===== src/rtl/mem_access_unit_if.sv =====
// Core-side request/response and memory-side bus bundle for mem_access_unit.
// mem_be exists only when MAU_BYTE_EN is defined.
interface mem_access_unit_if #(
  parameter int unsigned XLEN   = 32,
  parameter int unsigned ADDR_W = 32
) ();
  localparam int unsigned NB = XLEN / 8;

  logic              req_valid;
  logic              req_ready;
  logic              req_write;
  logic [2:0]        req_funct3;
  logic [ADDR_W-1:0] req_addr;
  logic [XLEN-1:0]   req_wdata;
  logic              rsp_valid;
  logic [XLEN-1:0]   rsp_rdata;
  logic              rsp_err;
  logic              mem_req;
  logic              mem_we;
  logic [ADDR_W-1:0] mem_address;
  logic [XLEN-1:0]   mem_data_out;
  logic [XLEN-1:0]   mem_data_in;
  logic              mem_ack;
`ifdef MAU_BYTE_EN
  logic [NB-1:0]     mem_be;
`endif

  // Unit side: accepts core requests and masters the memory port.
  modport slave (
`ifdef MAU_BYTE_EN
    output mem_be,
`endif
    input  req_valid, req_write, req_funct3, req_addr, req_wdata,
    input  mem_data_in, mem_ack,
    output req_ready, rsp_valid, rsp_rdata, rsp_err,
    output mem_req, mem_we, mem_address, mem_data_out
  );

  // Environment side: core issuing requests plus the memory responder.
  modport master (
`ifdef MAU_BYTE_EN
    input  mem_be,
`endif
    output req_valid, req_write, req_funct3, req_addr, req_wdata,
    output mem_data_in, mem_ack,
    input  req_ready, rsp_valid, rsp_rdata, rsp_err,
    input  mem_req, mem_we, mem_address, mem_data_out
  );
endinterface


===== src/rtl/mem_access_unit.sv =====
// Multicycle load/store unit: alignment/width checks, req/ack memory bus, load extension.
// MAU_BYTE_EN: byte-strobed stores; otherwise stores use a read-modify-write sequence.
module mem_access_unit #(
  parameter int unsigned XLEN   = 32,
  parameter int unsigned ADDR_W = 32
) (
  input  logic              clk,
  input  logic              resetn,
  mem_access_unit_if.slave  bus
);
  localparam int unsigned NB = XLEN / 8;
  localparam int unsigned LW = $clog2(NB);

  typedef enum logic [2:0] {IDLE, READ, WRITE, RMW_READ, RMW_WRITE, RESP} state_t;

  state_t            state, state_n;
  logic              ready_q, ready_n;
  logic              rsp_valid_q, rsp_valid_n;
  logic              rsp_err_q, rsp_err_n;
  logic [XLEN-1:0]   rdata_q, rdata_n;
  logic              mem_req_q, mem_req_n;
  logic              mem_we_q, mem_we_n;
  logic [ADDR_W-1:0] addr_q, addr_n;
  logic [XLEN-1:0]   dout_q, dout_n;
  logic [2:0]        f3_q, f3_n;
  logic [LW-1:0]     off_q, off_n;
`ifdef MAU_BYTE_EN
  logic [NB-1:0]     be_q, be_n;
`else
  logic [XLEN-1:0]   wdata_q, wdata_n;
`endif

  function automatic logic width_legal(input logic wr, input logic [2:0] f3);
    case (f3)
      3'b000, 3'b001, 3'b010: width_legal = 1'b1;
      3'b100, 3'b101:         width_legal = !wr;
      3'b011:                 width_legal = (XLEN == 64);
      3'b110:                 width_legal = (XLEN == 64) && !wr;
      default:                width_legal = 1'b0;
    endcase
  endfunction

  function automatic logic misaligned(input logic [2:0] f3, input logic [2:0] a);
    case (f3[1:0])
      2'b01:   misaligned = a[0];
      2'b10:   misaligned = |a[1:0];
      2'b11:   misaligned = |a;
      default: misaligned = 1'b0;
    endcase
  endfunction

  // Shift the addressed lane down, then sign- or zero-extend per funct3.
  function automatic logic [XLEN-1:0] load_ext(input logic [XLEN-1:0] word,
                                               input logic [2:0] f3,
                                               input logic [LW-1:0] off);
    logic [XLEN-1:0] s;
    s = word >> {off, 3'b000};
    case (f3)
      3'b000:  load_ext = XLEN'($signed(s[7:0]));
      3'b001:  load_ext = XLEN'($signed(s[15:0]));
      3'b010:  load_ext = XLEN'($signed(s[31:0]));
      3'b100:  load_ext = XLEN'(s[7:0]);
      3'b101:  load_ext = XLEN'(s[15:0]);
      3'b110:  load_ext = XLEN'(s[31:0]);
      default: load_ext = s;
    endcase
  endfunction

  function automatic logic [XLEN-1:0] store_repl(input logic [XLEN-1:0] w, input logic [2:0] f3);
    case (f3[1:0])
      2'b00:   store_repl = {NB{w[7:0]}};
      2'b01:   store_repl = {(NB/2){w[15:0]}};
      2'b10:   store_repl = {(NB/4){w[31:0]}};
      default: store_repl = w;
    endcase
  endfunction

  function automatic logic [NB-1:0] store_mask(input logic [2:0] f3, input logic [LW-1:0] off);
    case (f3[1:0])
      2'b00:   store_mask = NB'(1) << off;
      2'b01:   store_mask = NB'(3) << off;
      2'b10:   store_mask = NB'(15) << off;
      default: store_mask = '1;
    endcase
  endfunction

`ifndef MAU_BYTE_EN
  function automatic logic [XLEN-1:0] merge(input logic [XLEN-1:0] old_w,
                                            input logic [XLEN-1:0] new_w,
                                            input logic [NB-1:0] be);
    for (int i = 0; i < NB; i++)
      merge[8*i +: 8] = be[i] ? new_w[8*i +: 8] : old_w[8*i +: 8];
  endfunction
`endif

  always_ff @(posedge clk) begin
    if (!resetn) begin
      state       <= IDLE;
      ready_q     <= 1'b1;
      rsp_valid_q <= 1'b0;
      rsp_err_q   <= 1'b0;
      rdata_q     <= '0;
      mem_req_q   <= 1'b0;
      mem_we_q    <= 1'b0;
      addr_q      <= '0;
      dout_q      <= '0;
      f3_q        <= '0;
      off_q       <= '0;
`ifdef MAU_BYTE_EN
      be_q        <= '0;
`else
      wdata_q     <= '0;
`endif
    end else begin
      state       <= state_n;
      ready_q     <= ready_n;
      rsp_valid_q <= rsp_valid_n;
      rsp_err_q   <= rsp_err_n;
      rdata_q     <= rdata_n;
      mem_req_q   <= mem_req_n;
      mem_we_q    <= mem_we_n;
      addr_q      <= addr_n;
      dout_q      <= dout_n;
      f3_q        <= f3_n;
      off_q       <= off_n;
`ifdef MAU_BYTE_EN
      be_q        <= be_n;
`else
      wdata_q     <= wdata_n;
`endif
    end
  end

  always_comb begin
    state_n     = state;
    ready_n     = ready_q;
    rsp_valid_n = rsp_valid_q;
    rsp_err_n   = rsp_err_q;
    rdata_n     = rdata_q;
    mem_req_n   = mem_req_q;
    mem_we_n    = mem_we_q;
    addr_n      = addr_q;
    dout_n      = dout_q;
    f3_n        = f3_q;
    off_n       = off_q;
`ifdef MAU_BYTE_EN
    be_n        = be_q;
`else
    wdata_n     = wdata_q;
`endif
    case (state)
      IDLE: if (bus.req_valid) begin
        ready_n = 1'b0;
        f3_n    = bus.req_funct3;
        off_n   = bus.req_addr[LW-1:0];
        if (!width_legal(bus.req_write, bus.req_funct3) ||
            misaligned(bus.req_funct3, bus.req_addr[2:0])) begin
          state_n     = RESP;
          rsp_valid_n = 1'b1;
          rsp_err_n   = 1'b1;
          rdata_n     = '0;
        end else begin
          mem_req_n = 1'b1;
          addr_n    = bus.req_addr & ~ADDR_W'(NB - 1);
          mem_we_n  = 1'b0;
          if (!bus.req_write) begin
            state_n = READ;
          end else begin
`ifdef MAU_BYTE_EN
            state_n  = WRITE;
            mem_we_n = 1'b1;
            dout_n   = store_repl(bus.req_wdata, bus.req_funct3);
            be_n     = store_mask(bus.req_funct3, bus.req_addr[LW-1:0]);
`else
            state_n  = RMW_READ;
            wdata_n  = bus.req_wdata;
`endif
          end
        end
      end
      READ: if (bus.mem_ack) begin
        state_n     = RESP;
        mem_req_n   = 1'b0;
        rsp_valid_n = 1'b1;
        rsp_err_n   = 1'b0;
        rdata_n     = load_ext(bus.mem_data_in, f3_q, off_q);
      end
      WRITE, RMW_WRITE: if (bus.mem_ack) begin
        state_n     = RESP;
        mem_req_n   = 1'b0;
        mem_we_n    = 1'b0;
        rsp_valid_n = 1'b1;
        rsp_err_n   = 1'b0;
        rdata_n     = '0;
`ifdef MAU_BYTE_EN
        be_n        = '0;
`endif
      end
      RMW_READ: if (bus.mem_ack) begin
        state_n  = RMW_WRITE;
        mem_we_n = 1'b1;
`ifndef MAU_BYTE_EN
        dout_n   = merge(bus.mem_data_in, store_repl(wdata_q, f3_q), store_mask(f3_q, off_q));
`endif
      end
      RESP: begin
        state_n     = IDLE;
        rsp_valid_n = 1'b0;
        rsp_err_n   = 1'b0;
        ready_n     = 1'b1;
      end
      default: state_n = IDLE;
    endcase
  end

  assign bus.req_ready    = ready_q;
  assign bus.rsp_valid    = rsp_valid_q;
  assign bus.rsp_err      = rsp_err_q;
  assign bus.rsp_rdata    = rdata_q;
  assign bus.mem_req      = mem_req_q;
  assign bus.mem_we       = mem_we_q;
  assign bus.mem_address  = addr_q;
  assign bus.mem_data_out = dout_q;
`ifdef MAU_BYTE_EN
  assign bus.mem_be       = be_q;
`endif
endmodule


===== src/flat_wrapper.sv =====
// flat-port wrapper written by rule: the top's interface ports become plain ports
module mem_access_unit_flat 
#(
  parameter int unsigned XLEN   = 32,
  parameter int unsigned ADDR_W = 32
)
  (clk, resetn, bus_req_valid, bus_req_write, bus_req_funct3, bus_req_addr, bus_req_wdata, bus_mem_data_in, bus_mem_ack, bus_req_ready, bus_rsp_valid, bus_rsp_rdata, bus_rsp_err, bus_mem_req, bus_mem_we, bus_mem_address, bus_mem_data_out);
  mem_access_unit_if #(.XLEN(XLEN), .ADDR_W(ADDR_W)) bus_i ();
  input  logic clk;
  input  logic resetn;
  input wire logic [$bits(bus_i.req_valid)-1:0] bus_req_valid;
  input wire logic [$bits(bus_i.req_write)-1:0] bus_req_write;
  input wire logic [$bits(bus_i.req_funct3)-1:0] bus_req_funct3;
  input wire logic [$bits(bus_i.req_addr)-1:0] bus_req_addr;
  input wire logic [$bits(bus_i.req_wdata)-1:0] bus_req_wdata;
  input wire logic [$bits(bus_i.mem_data_in)-1:0] bus_mem_data_in;
  input wire logic [$bits(bus_i.mem_ack)-1:0] bus_mem_ack;
  output wire logic [$bits(bus_i.req_ready)-1:0] bus_req_ready;
  output wire logic [$bits(bus_i.rsp_valid)-1:0] bus_rsp_valid;
  output wire logic [$bits(bus_i.rsp_rdata)-1:0] bus_rsp_rdata;
  output wire logic [$bits(bus_i.rsp_err)-1:0] bus_rsp_err;
  output wire logic [$bits(bus_i.mem_req)-1:0] bus_mem_req;
  output wire logic [$bits(bus_i.mem_we)-1:0] bus_mem_we;
  output wire logic [$bits(bus_i.mem_address)-1:0] bus_mem_address;
  output wire logic [$bits(bus_i.mem_data_out)-1:0] bus_mem_data_out;
  assign bus_i.req_valid = bus_req_valid;
  assign bus_i.req_write = bus_req_write;
  assign bus_i.req_funct3 = bus_req_funct3;
  assign bus_i.req_addr = bus_req_addr;
  assign bus_i.req_wdata = bus_req_wdata;
  assign bus_i.mem_data_in = bus_mem_data_in;
  assign bus_i.mem_ack = bus_mem_ack;
  assign bus_req_ready = bus_i.req_ready;
  assign bus_rsp_valid = bus_i.rsp_valid;
  assign bus_rsp_rdata = bus_i.rsp_rdata;
  assign bus_rsp_err = bus_i.rsp_err;
  assign bus_mem_req = bus_i.mem_req;
  assign bus_mem_we = bus_i.mem_we;
  assign bus_mem_address = bus_i.mem_address;
  assign bus_mem_data_out = bus_i.mem_data_out;
  mem_access_unit #(.XLEN(XLEN), .ADDR_W(ADDR_W)) u_core (.clk(clk), .resetn(resetn), .bus(bus_i));
endmodule

===== config.mk =====
export PLATFORM = sky130hd
export DESIGN_NAME = mem_access_unit_flat
export DESIGN_NICKNAME = d
export VERILOG_FILES = /design/src/rtl/mem_access_unit_if.sv /design/src/rtl/mem_access_unit.sv /design/src/flat_wrapper.sv
export SDC_FILE = /design/constraint.sdc
export NUM_CORES = 1
export LEC_CHECK = 0
export ABC_AREA = 1
export BUFFER_PORTS_ARGS = -buffer_cell sky130_fd_sc_hd__buf_2
export CAP_MARGIN = 20
export CORE_ASPECT_RATIO = 1.25
export CORE_MARGIN = 2
export CORE_UTILIZATION = 52
export CTS_CLUSTER_SIZE = 12
export DETAILED_ROUTE_END_ITERATION = 10
export PLACE_DENSITY = 0.86
export SYNTH_ARGS = -nofsm -noshare
export SYNTH_HDL_FRONTEND = slang
export SYNTH_SLANG_ARGS = --single-unit

===== constraint.sdc =====
create_clock -name clk -period 2.55 [get_ports clk]
set_input_delay 0.255 -clock clk [delete_from_list [all_inputs] [get_ports clk]]
set_output_delay 0.255 -clock clk [all_outputs]
set_load 0.03 [all_outputs]

---- Word level (Yosys, flattened, before mapping) ----
Cells that the tools add are included.
word-level totals
  word-level logic and storage cells ...... 109
  bits of input ports ..................... 104
  output and inout port bits .............. 101
  register bits after elaboration ......... 139
operators by class
  shift-type cells ........................ 4
  eq/ne operators ......................... 24
  muxes and demuxes ....................... 40
  bitwise operators ....................... 1
  reductions and logical operators ........ 28
operator list
  cell                                                  number
  2-to-1 mux 32 bit                                     4
  one-hot mux 32 bit (4 select lines)                   1
  one-hot mux 32 bit (3 select lines)                   1
  one-hot mux 32 bit (2 select lines)                   1
  2-to-1 mux 8 bit                                      4
  right shift 32 x 5 -> 32 bit                          1
  equality test 3 bit (second input constant)           6
  2-to-1 mux 1 bit                                      13
  2-to-1 mux 3 bit                                      4
  one-hot mux 1 bit (3 select lines)                    4
  one-hot mux 4 bit (3 select lines)                    1
  AND reduction 4 bit                                   3
  != test 2 bit (second input constant)                 5
  AND reduction 5 bit                                   2
  equality test 3 x 1 -> 1 bit (second input constant)  3
  equality test 3 x 2 -> 1 bit (second input constant)  3
  logical NOT 3 bit                                     3
  one-hot mux 3 bit (3 select lines)                    1
  nonzero test 3 bit                                    3
  OR reduction 3 bit                                    3
  2-to-1 mux 4 bit                                      2
  equality test 2 bit (second input constant)           3
  one-hot mux 1 bit (2 select lines)                    3
  AND reduction 2 bit                                   3
  other kinds (13)                                      20

---- Depth between registers and ports, before layout ----
  depth after elaboration ................. 10
  mapped depth ............................ 11
  mapped depth without buffers ............ 11

---- Worst setup path before layout ----
OpenSTA, ideal clock, no wires.
  path kind ............................... reg2reg
  start point ............................. reg u_core.f3_q[0]
  end point ............................... reg u_core.dout_q[19], in the netlist u_core.bus.mem_data_out[19]
  cell stages (with the launch flop) ...... 10
  arrival time ............................ 1.542 ns
  required time ........................... 2.441 ns
  clock period less this slack ............ 1.651 ns
  setup time .............................. 0.109 ns
  buffers on the path ..................... 1
  slack ................................... 0.899 ns
  path through ............................ dfxtp_1 > inv_1 > ha_1 > nor2_1 > clkbuf_1 > o21ai_0 > a21oi_1 > o21ai_0 > nand2_1 > inv_1
on the way
  word-level cells in the longest chain between the ends .. 5
  elaborated cells on any way between the ends .. 8
  classes of those cells .................. 2 x eq/ne; 5 x mux; 1 x reduce/logical
RTL lines
  what                                               line                    RTL
  start: declaration                                 mem_access_unit.sv:25   logic [2:0] f3_q, f3_n;
  start signal: assignment                           mem_access_unit.sv:124  f3_q <= f3_n;
  equality test 2 bit, or another cell as far along  mem_access_unit.sv:79   case (f3[1:0])
  one-hot mux 4 bit (3 select lines)                 mem_access_unit.sv:79
  2-to-1 mux 4 bit                                   mem_access_unit.sv:199  RMW_READ: if (bus.mem_ack) begin
  2-to-1 mux 4 bit                                   mem_access_unit.sv:151  case (state)
  2-to-1 mux 8 bit (*)                               mem_access_unit.sv:92   merge[8*i +: 8] = be[i] ? new_w[8*i +: 8] : old_w[8*i +: 8];
  end signal: assignment                             mem_access_unit.sv:123  dout_q <= dout_n;
  end: declaration                                   mem_access_unit.sv:24   logic [XLEN-1:0] dout_q, dout_n;
Mark *: on every way between the ends. The rest lies on a longest branch, timed or not. The select of a mux whose other input is x is not followed.
A chain may end at the register's enable or synchronous reset.

---- Worst setup path in the final report ----
  start point ............................. reg u_core.f3_q[0]
  end point ............................... reg u_core.dout_q[15], in the netlist u_core.bus.mem_data_out[15]
The elaborated chain is that of the path after synthesis.

==> results.ini <==
[run_status]
status = complete, no violations

[yosys]
synth_top_area_share_pct = 40.4
synth-seq-cells = 139
synth.cell_area_sq_um = 6890
yosysTopAreaCell = dfxtp_1
yosysWarningCount = 0
synth_cell_types = 36
syn_inst = 986
ys_seq_area_share_pct = 40.4
syn_avg_cell_area_sq_um = 6.99
synth_area_leaders = dfxtp_1 (40%), nand2_1 (13%), a21oi_1 (8.9%)

[power_and_ir_drop]
ir_worst_vdd_v = 0.000530
power.total_uw = 7720
p_leak_uw = 0.00406
p_per_area_nw_per_um2 = 922

[timing]
fin_worst_skew_ns = 0.00811
final.min_clock_period_ns = 2.25
setup_slack_ns = 0.296
hold_viol_final = 0
finalMaxSlewViolations = 0
setup_viol = 0
tightest_slew_ns = 1.09
fin_tns_setup_ns = 0
max_slew_margin_pct = 27.3
fin_crit_sh_pct = 88.4
clock.fmax_mhz = 444
rsz0062_at_grt = false

[setup_path]
cp_data_arrival_time_ns = 2.57
path_cells = inv_1 -> ha_1 -> inv_2 -> nor2_1 -> o22ai_1 -> nand2_1 -> nand3_1 -> o211ai_1 -> inv_1
timing.critical_path.buf_inv = 3
critPathSlowestCell = nor2_1
worstSetupStartpointType = flop
cp_common_cell = inv_1
path_class = flop to flop
end_kind = flop
max_stage_delay_ns = 0.85
critPathTopFamily = simple AND/OR/NAND/NOR gates
crit_fanout = 19
cp_data_required_time_ns = 2.86

[floorplan]
start_util_pct = 52.6
die_w_um = 107
dieArea_sq_um = 14200
io_pins = 205
dieHeight_um = 133
core_sq_um = 13100
num_rows = 47

[placed_design]
numPortBuffers = 202
dp_slack_ns = 0.406
gp_congestion = 0.932
hpwl_mm = 15.0

[grt]
grt_antenna_before_repair = 0
gr-total-overflow = 0
top_usage_layer = met2
grt_pass1_wl_mm = 32.4
grt.total_usage_pct = 28.8
use_met2_pct = 47.2
grt_max_degree = 66
grt_util_met1_pct = 35.6
first_global_vias = 6734
use_met3_pct = 7.44

[cells_and_area]
diodes = 0
multi_input_area_sq_um = 3270
fillers = 1187
drive_gt1_share_pct = 23.7
layout.nets = 1261
regArea_sq_um = 2780
area_growth_pct = 21.5

[clock_tree]
numCtsBuffers = 17
cts_resized = 0
ctsLongestPathBuffers = 2
clk_pin_slew_ns = 0.06
cts_sinks = 139
postCtsSetupRepairBufs = 0
clock_latency_ns = 0.42
hold_buffers = 0
root_buffer = clkbuf_16
cts_tree = yes
htreeDepth = 4

[detailed_routing]
drtIter0Drc = 655
vias = 7268
vias_per_cell = 5.44
ant_nets = 0
dr.pass1.iters = 5
finalWirelength_mm = 20.5
post-route-drc-count = 0
wl_per_cell_um = 15.4

[min_path]
hp-class = input port to flop

[job]
drv_cap = 0

[Yosys cell counts]
cell type,n
nor2_2,1
inv_4,1
inv_2,13
inv_1,102
a21oi_4,1
conb_1,1
a21oi_2,1
buf_6,13
nor2_1,53
nand3_1,78
a21oi_1,122
nand3_2,4
nand4_4,1
o21a_1,16
o211ai_4,1
buf_2,12
o211ai_1,22
nand2_2,3
ha_1,4
nand4_1,4
clkbuf_1,25
nor2_8,2
o22ai_1,16
buf_1,2
a22oi_1,1
nand2_1,236
o21ai_2,1
nand2_4,2
dfxtp_1,139
buf_4,13
o21ai_0,68
nor2_4,2
clkinv_1,2
o21ai_1,21
nor3_4,1
a211oi_1,2
[report_power, final]
part           switching (uW)  leakage (uW)  internal (uW)  total, uW
sequential                138       0.00113           2400       2540
clock                     990      0.000265           1440       2430
combinational            1990       0.00267            754       2750
total                    3120       0.00406           4590       7720
[area by class of cell]
type / instances / share of cell area, %
inverters: 118 / 5.32
repair buffers: 212 / 13.0
well taps: 171 / 2.56
clock buffers: 18 / 5.13
multi-input cells: 665 / 39.0
flip-flops and latches: 139 / 33.2
clock inverters: 13 / 1.75
[worst min-delay path, delay by kind of cell]
kind                   cells  cell delay [ns]
buffers and inverters      1             0.08
AO/OA/AOI/OAI              2             0.16
[per-stage QoR]
stage | hold slack, ns | instance area, sq um | util, % | std cells
after floorplan | 0.404 | 6900 | - | 987
after global placement | 0.433 | 7800 | 59.5 | 1305
after detailed placement | 0.440 | 7800 | 59.5 | 1305
after CTS | 0.0936 | 8370 | 63.8 | 1336
after global routing | 0.101 | 8370 | 63.8 | 1336
final | 0.0972 | 8370 | 63.8 | 1336
[state kept, by name, indices dropped and copies added (netlist names), 2 cells and up]
register and cells:
u_core.bus.mem_data_out 32, u_core.bus.rsp_rdata 32, u_core.wdata_q 32, u_core.bus.mem_address 30, u_core.f3_q 3, u_core.state 3, u_core.off_q 2
[path summary, 6_finish.rpt]
| kind | start | end | slack, ns | cells after the start |
|---|---|---|---|---|
| setup / recovery | u_core.f3_q[0] | u_core.bus.mem_data_out[15] | 0.30 | 9 |
| hold / removal | bus_req_wdata[23] | u_core.wdata_q[23] | 0.1 | 3 |
| hold reg to reg | u_core.wdata_q[16] | u_core.wdata_q[16] | 0.45 | 2 |
| setup reg to reg | u_core.f3_q[0] | u_core.bus.mem_data_out[15] | 0.30 | 9 |
[routing by layer]
| metal | up-vias | routed length (um) |
|---|---|---|
| li1 | 3559 | - |
| met2 | 401 | 9530 |
| met5 | - | 0 |
| met4 | 0 | 739 |
| met3 | 63 | 2190 |
| met1 | 3245 | 8070 |
[layout by cell type, fill, tap and decap left out, types with 2 or more instances in the layout]
cell	instances
nand2_1	236
buf_2	202
dfxtp_1	139
a21oi_1	122
inv_1	102
nand3_1	78
o21ai_0	68
nor2_1	53
o211ai_1	22
o21ai_1	21
clkbuf_16	17
o22ai_1	16
o21a_1	16
inv_2	13
buf_4	10
clkinvlp_4	5
nand3_2	4
nand4_1	4
ha_1	4
nor2_4	3
nand2_2	3
clkinv_4	3
nand2_4	2
nor2_8	2
clkinv_1	2
a211oi_1	2
conb_1	2
inv_6	2
bufinv_16	2
[logic make-up (layout without fill, tap and decap cells)]
group,after synthesis,in the layout,share of synthesized area [%]
compound gates,272,272,22.0
fa+ha+maj,4,4,0.726
buf+inv,183,361,12.3
flops,139,139,40.4
other cells,1,2,0.0544
simple gates,387,387,24.5
Power figures use the tool's default switching activity.
